File: src/rtl/phase_clock_pkg.sv
// Shared state encoding and default parameter values for the phase_clock block.
package phase_clock_pkg;

   typedef logic [1:0] state_t;

   localparam state_t ST_IDLE     = 2'd0;
   localparam state_t ST_RUN      = 2'd1;
   localparam state_t ST_STOPPING = 2'd2;
   localparam state_t ST_STEP     = 2'd3;

   localparam int PHASES_DEF   = 4;
   localparam int DIV_W_DEF    = 8;
   localparam int WS_PHASE_DEF = 2;

endpackage

File: src/rtl/clk_prescaler.sv
// Programmable prescaler: registered one-clk tick every div+1 enabled cycles.
// div is captured at clear and at each wrap, so mid-interval changes apply to the next interval.
module clk_prescaler
   import phase_clock_pkg::*;
#(
   parameter int DIV_W = DIV_W_DEF
) (
   input  logic             clk,
   input  logic             nrst,
   input  logic             en,
   input  logic             clr,
   input  logic [DIV_W-1:0] div,
   output logic             tick
);

   logic [DIV_W-1:0] count;
   logic [DIV_W-1:0] div_q;

   always_ff @(posedge clk or negedge nrst) begin
      if (!nrst) begin
         count <= '0;
         div_q <= '0;
         tick  <= 1'b0;
      end else if (clr) begin
         count <= '0;
         div_q <= div;
         tick  <= 1'b0;
      end else if (en) begin
         if (count == div_q) begin
            count <= '0;
            div_q <= div;
            tick  <= 1'b1;
         end else begin
            count <= count + DIV_W'(1);
            tick  <= 1'b0;
         end
      end else begin
         tick <= 1'b0;
      end
   end

endmodule

File: src/rtl/phase_clock.sv
// Multi-phase machine clock: one-hot phase ring advanced by a prescaled tick, with run/stop FSM.
// Optional single-cycle step mode is built only when PHASE_CLOCK_STEP_EN is defined.
module phase_clock
   import phase_clock_pkg::*;
#(
   parameter int PHASES   = PHASES_DEF,
   parameter int DIV_W    = DIV_W_DEF,
   parameter int WS_PHASE = WS_PHASE_DEF
) (
   input  logic              clk,
   input  logic              nrst,
   input  logic              start,
   input  logic              stop,
`ifdef PHASE_CLOCK_STEP_EN
   input  logic              step,
`endif
   input  logic [DIV_W-1:0]  div,
   output logic              running,
   output logic [PHASES-1:0] phase,
   output logic              tick,
   output logic              sc,
   output logic              ws
);

   state_t state;
   state_t state_next;
   logic   cycle_end;
   logic   pre_en;
   logic   pre_clr;

   // A tick seen while the ring sits on its last phase closes the machine cycle.
   assign cycle_end = tick & phase[PHASES-1];

   always_comb begin
      state_next = state;
      case (state)
         ST_IDLE: begin
            if (start && !stop)
               state_next = ST_RUN;
`ifdef PHASE_CLOCK_STEP_EN
            else if (step && !start && !stop)
               state_next = ST_STEP;
`endif
         end
         ST_RUN: begin
            if (stop)
               state_next = ST_STOPPING;
         end
         ST_STOPPING: begin
            if (cycle_end)
               state_next = ST_IDLE;
         end
`ifdef PHASE_CLOCK_STEP_EN
         ST_STEP: begin
            if (stop)
               state_next = cycle_end ? ST_IDLE : ST_STOPPING;
            else if (start)
               state_next = ST_RUN;
            else if (cycle_end)
               state_next = ST_IDLE;
         end
`endif
         default: state_next = ST_IDLE;
      endcase
   end

   always_ff @(posedge clk or negedge nrst) begin
      if (!nrst)
         state <= ST_IDLE;
      else
         state <= state_next;
   end

   // Holding the prescaler clear on the exit edge keeps a stray tick out of IDLE.
   assign pre_en  = (state != ST_IDLE);
   assign pre_clr = (state == ST_IDLE) || (state_next == ST_IDLE);

   clk_prescaler #(
      .DIV_W (DIV_W)
   ) u_prescaler (
      .clk  (clk),
      .nrst (nrst),
      .en   (pre_en),
      .clr  (pre_clr),
      .div  (div),
      .tick (tick)
   );

   always_ff @(posedge clk or negedge nrst) begin
      if (!nrst)
         phase <= PHASES'(1);
      else if (tick)
         phase <= {phase[PHASES-2:0], phase[PHASES-1]};
   end

   assign running = (state != ST_IDLE);
   assign sc      = cycle_end;
   assign ws      = tick & phase[WS_PHASE];

endmodule

File: config.mk
export PLATFORM = sky130hd
export DESIGN_NAME = phase_clock
export DESIGN_NICKNAME = d
export VERILOG_FILES = /design/src/rtl/phase_clock_pkg.sv /design/src/rtl/clk_prescaler.sv /design/src/rtl/phase_clock.sv
export SDC_FILE = /design/constraint.sdc
export NUM_CORES = 1
export LEC_CHECK = 0
export ABC_AREA = 1
export CAP_MARGIN = 5
export CORE_UTILIZATION = 35
export DETAILED_ROUTE_END_ITERATION = 6
export GPL_TIMING_DRIVEN = 0
export HOLD_SLACK_MARGIN = 0.05
export SETUP_SLACK_MARGIN = 0.3
export SLEW_MARGIN = 15
export SYNTH_ARGS = -nofsm -noshare
export SYNTH_HDL_FRONTEND = slang
export SYNTH_SLANG_ARGS = --single-unit
File: constraint.sdc
create_clock -name clk -period 1.4 [get_ports clk]
set_clock_uncertainty 0.1 [all_clocks]
set_input_delay 0.35 -clock clk [delete_from_list [all_inputs] [get_ports clk]]
set_output_delay 0.35 -clock clk [all_outputs]
set_load 0.005 [all_outputs]
==> results.cfg <==
[status]
status = finished with violations
violations = setup timing

[timing]
worst_slew_pin_slew_ns = 0.5757
fin_ws_ns = -0.1694
post-route-period-util_pct = 112.1
finalHoldViolCount = 0
whs_ns = 0.01142
setup_viol = 21
period_minus_slack_ns = 1.569
fmax_mhz = 637.2
relSlewSlack_pct = 61.62
final_max_slew_viol_count = 0
grt_setup_unrepaired = yes

[synthesis]
yosys.cell_types.count = 22
synth_warnings = 0
synth_nets = 146
ys_seq_area_share_pct = 51.00
synth_seq_cells = 23
synth_area_um2 = 1131
synth.avg_cell_area_um2 = 8.504
synthCells = 133

[critical_path]
cp_max_fo = 5
r2r-start = u_prescaler.tick
r2r_end = u_prescaler.div_q[6]
worst-setup-path-type = flip-flop to flip-flop
r2r_cells = 8
cp_data_required_time_ns = 1.51
cp.arrival_ns = 1.68
rrSetupSlack_ns = -0.17
start_kind = flip-flop
end_kind = flip-flop

[grt]
antenna_found_initial = 0
grt_pass1_vias = 923
grt_use_total_pct = 15.60
grt_max_degree = 24
grt_pass1_wl_um = 3967
grt_overflow = 0

[hold_path]
hp-class = input port to asynchronous set/reset pin

[detailed_routing]
drt_first_pass_iters = 4
via_per_inst = 4.438
routed_wl_um = 2418
ant_nets = 0
wl_per_cell_um = 11.14
drc = 0
vias = 963
drt_iter0_drc = 19

[die]
rows = 20
core_um2 = 3053
die_w_um = 58.85
chipHeight_um = 58.85
io_pins = 20
dieArea_um2 = 3463
initial_core_util_pct = 37.05

[cts]
cts_buffers = 3
cts_root_buf = clkbuf_4
clk_path_buf_depth = 2
h-tree-depth = 1
cts_tree = yes
clock_latency_ns = 0.31
cts_sinks = 23
clkSlewWorstSetupHoldPaths_ns = 0.12

[finish]
nets = 187
syn2layout_area_growth_pct = 44.03
instances_no_fill = 217
drive_gt1_share_pct = 37.57
post-route-util_pct = 53.36
fill_cells = 311
antenna_cells = 0

[run]
drv_cap = 0

[placement]
gp_congestion = 0.8162
dp.cells = 196
numPortBuffers = 19
hpwl_um = 1503

[power]
p_per_area_nw_per_um2 = 1735
total_power_mw = 2.827
p_leak_nw = 0.8212
peakVddDrop_mv = 0.9469
## cell usage after synthesis (all sizes together)
library cell	instances	area share [%]
inv	19	6.3
xnor2	4	3.1
buf	2	2.0
ha	1	1.1
nand3	12	5.3
a21oi	3	2.3
nor2	14	6.0
nor3	2	0.88
mux2	1	1.0
and3	1	0.55
dfrtp	22	49
dfstp	1	2.3
or2	1	0.77
nand2	44	16
xor2	4	3.1
o21ai	2	0.88
## worst max-delay path by stage
stage	from	end	slack (ns)	cells past startpoint
detailed placement	nrst	u_prescaler.tick	-0.42	1
finish	u_prescaler.tick	u_prescaler.div_q[6]	-0.17	8
floorplan	u_prescaler.tick	u_prescaler.div_q[4]	-0.07	8
CTS	state[1]	running	-0.17	3
global route	u_prescaler.tick	u_prescaler.div_q[6]	-0.26	8
global placement	nrst	u_prescaler.tick	-0.42	1
## cell usage in the layout (no fill, tap or decap), types with 2 or more instances in the layout
master,instances
buf_6,5
inv_2,3
xor2_1,4
dfrtp_2,2
a21oi_2,2
xnor2_1,4
clkdlybuf4s50_1,10
nand3_1,10
nor2_2,2
nor3_1,2
clkbuf_4,3
inv_1,16
nand2_2,11
o21ai_0,2
nor2_4,6
nor2_1,6
buf_4,11
clkbuf_2,2
nand2_1,31
dfrtp_1,20
nand2_4,2
buf_2,6
nand3_2,2
## stage by stage
stage,area (um^2),worst slack (ns),TNS (ns)
after floorplan,1132,-0.06530,-0.2073
after global placement,1378,-0.4197,-9.860
after detailed placement,1378,-0.4151,-10.33
after CTS,1493,-0.1700,-2.467
after global routing,1629,-0.2569,-4.326
final,1629,-0.1694,-2.641
## timing repair
item | in CTS | in global routing
cloned | 0 | 1
hold endpoints to repair | 22 | 22
setup buffers | 11 | 5
endpoints found under the setup margin | 49 | 28
pin swaps | 3 | 11
gates resized for setup | 38 | 28
## per-layer routing
metal / share of wire (%) / wire length (um) / track usage [%]
met1: 41 / 994 / 17.68
met2: 54 / 1308 / 28.90
met3: 4.7 / 114 / 4.615
met4: 0 / 0 / 3.061
met5: 0 / 0 / 0
## flip-flops by register name (all words and copies together), names as in the netlist
| register | cells |
|---|---|
| phase | 4 |
| state | 2 |
| u_prescaler.count | 8 |
| u_prescaler.div_q | 8 |
| u_prescaler.tick | 1 |
## where the power goes
group	internal [mW]	leakage, nW	total (mW)	switching, mW
sequential	0.874	0.294	1.07	0.195
combinational	0.740	0.512	1.46	0.719
clock	0.111	0.0150	0.299	0.187
total	1.73	0.821	2.83	1.10
## worst max-delay path: stages (launching register included)
cell and delay, ns:
dfrtp_2 0.46, nand2_2 0.08, inv_2 0.04, or2_4 0.26
a21oi_4 0.20, nand2_4 0.11, buf_8 0.15, nand2_2 0.05
nand2_2 0.04
## cells by family (layout without fill, tap and decap cells)
kind of cell             after synthesis  count (layout)  synth area share, %
AO/OA/AOI/OAI                          5               5                3.208
XOR/XNOR                               8               8                6.194
adder cells (fa/ha/maj)                1               1                1.106
buffers and inverters                 21              61                8.296
flip-flops                            23              23                51.00
multiplexers                           1               1               0.9955
AND/OR/NAND/NOR                       74              74                29.20
## area by class of cell
cell class                      count  area [um^2]  share of cell area, %
Buffer                              2        26.28                  1.613
Clock buffer                        4        26.28                  1.613
Inverter                           19        71.32                  4.378
Multi-Input combinational cell     89        546.8                  33.56
Sequential cell                    23        579.3                  35.56
Tap cell                           44        55.05                  3.379
Timing Repair Buffer               36        324.1                  19.89
Power figures use the tool's default switching activity.
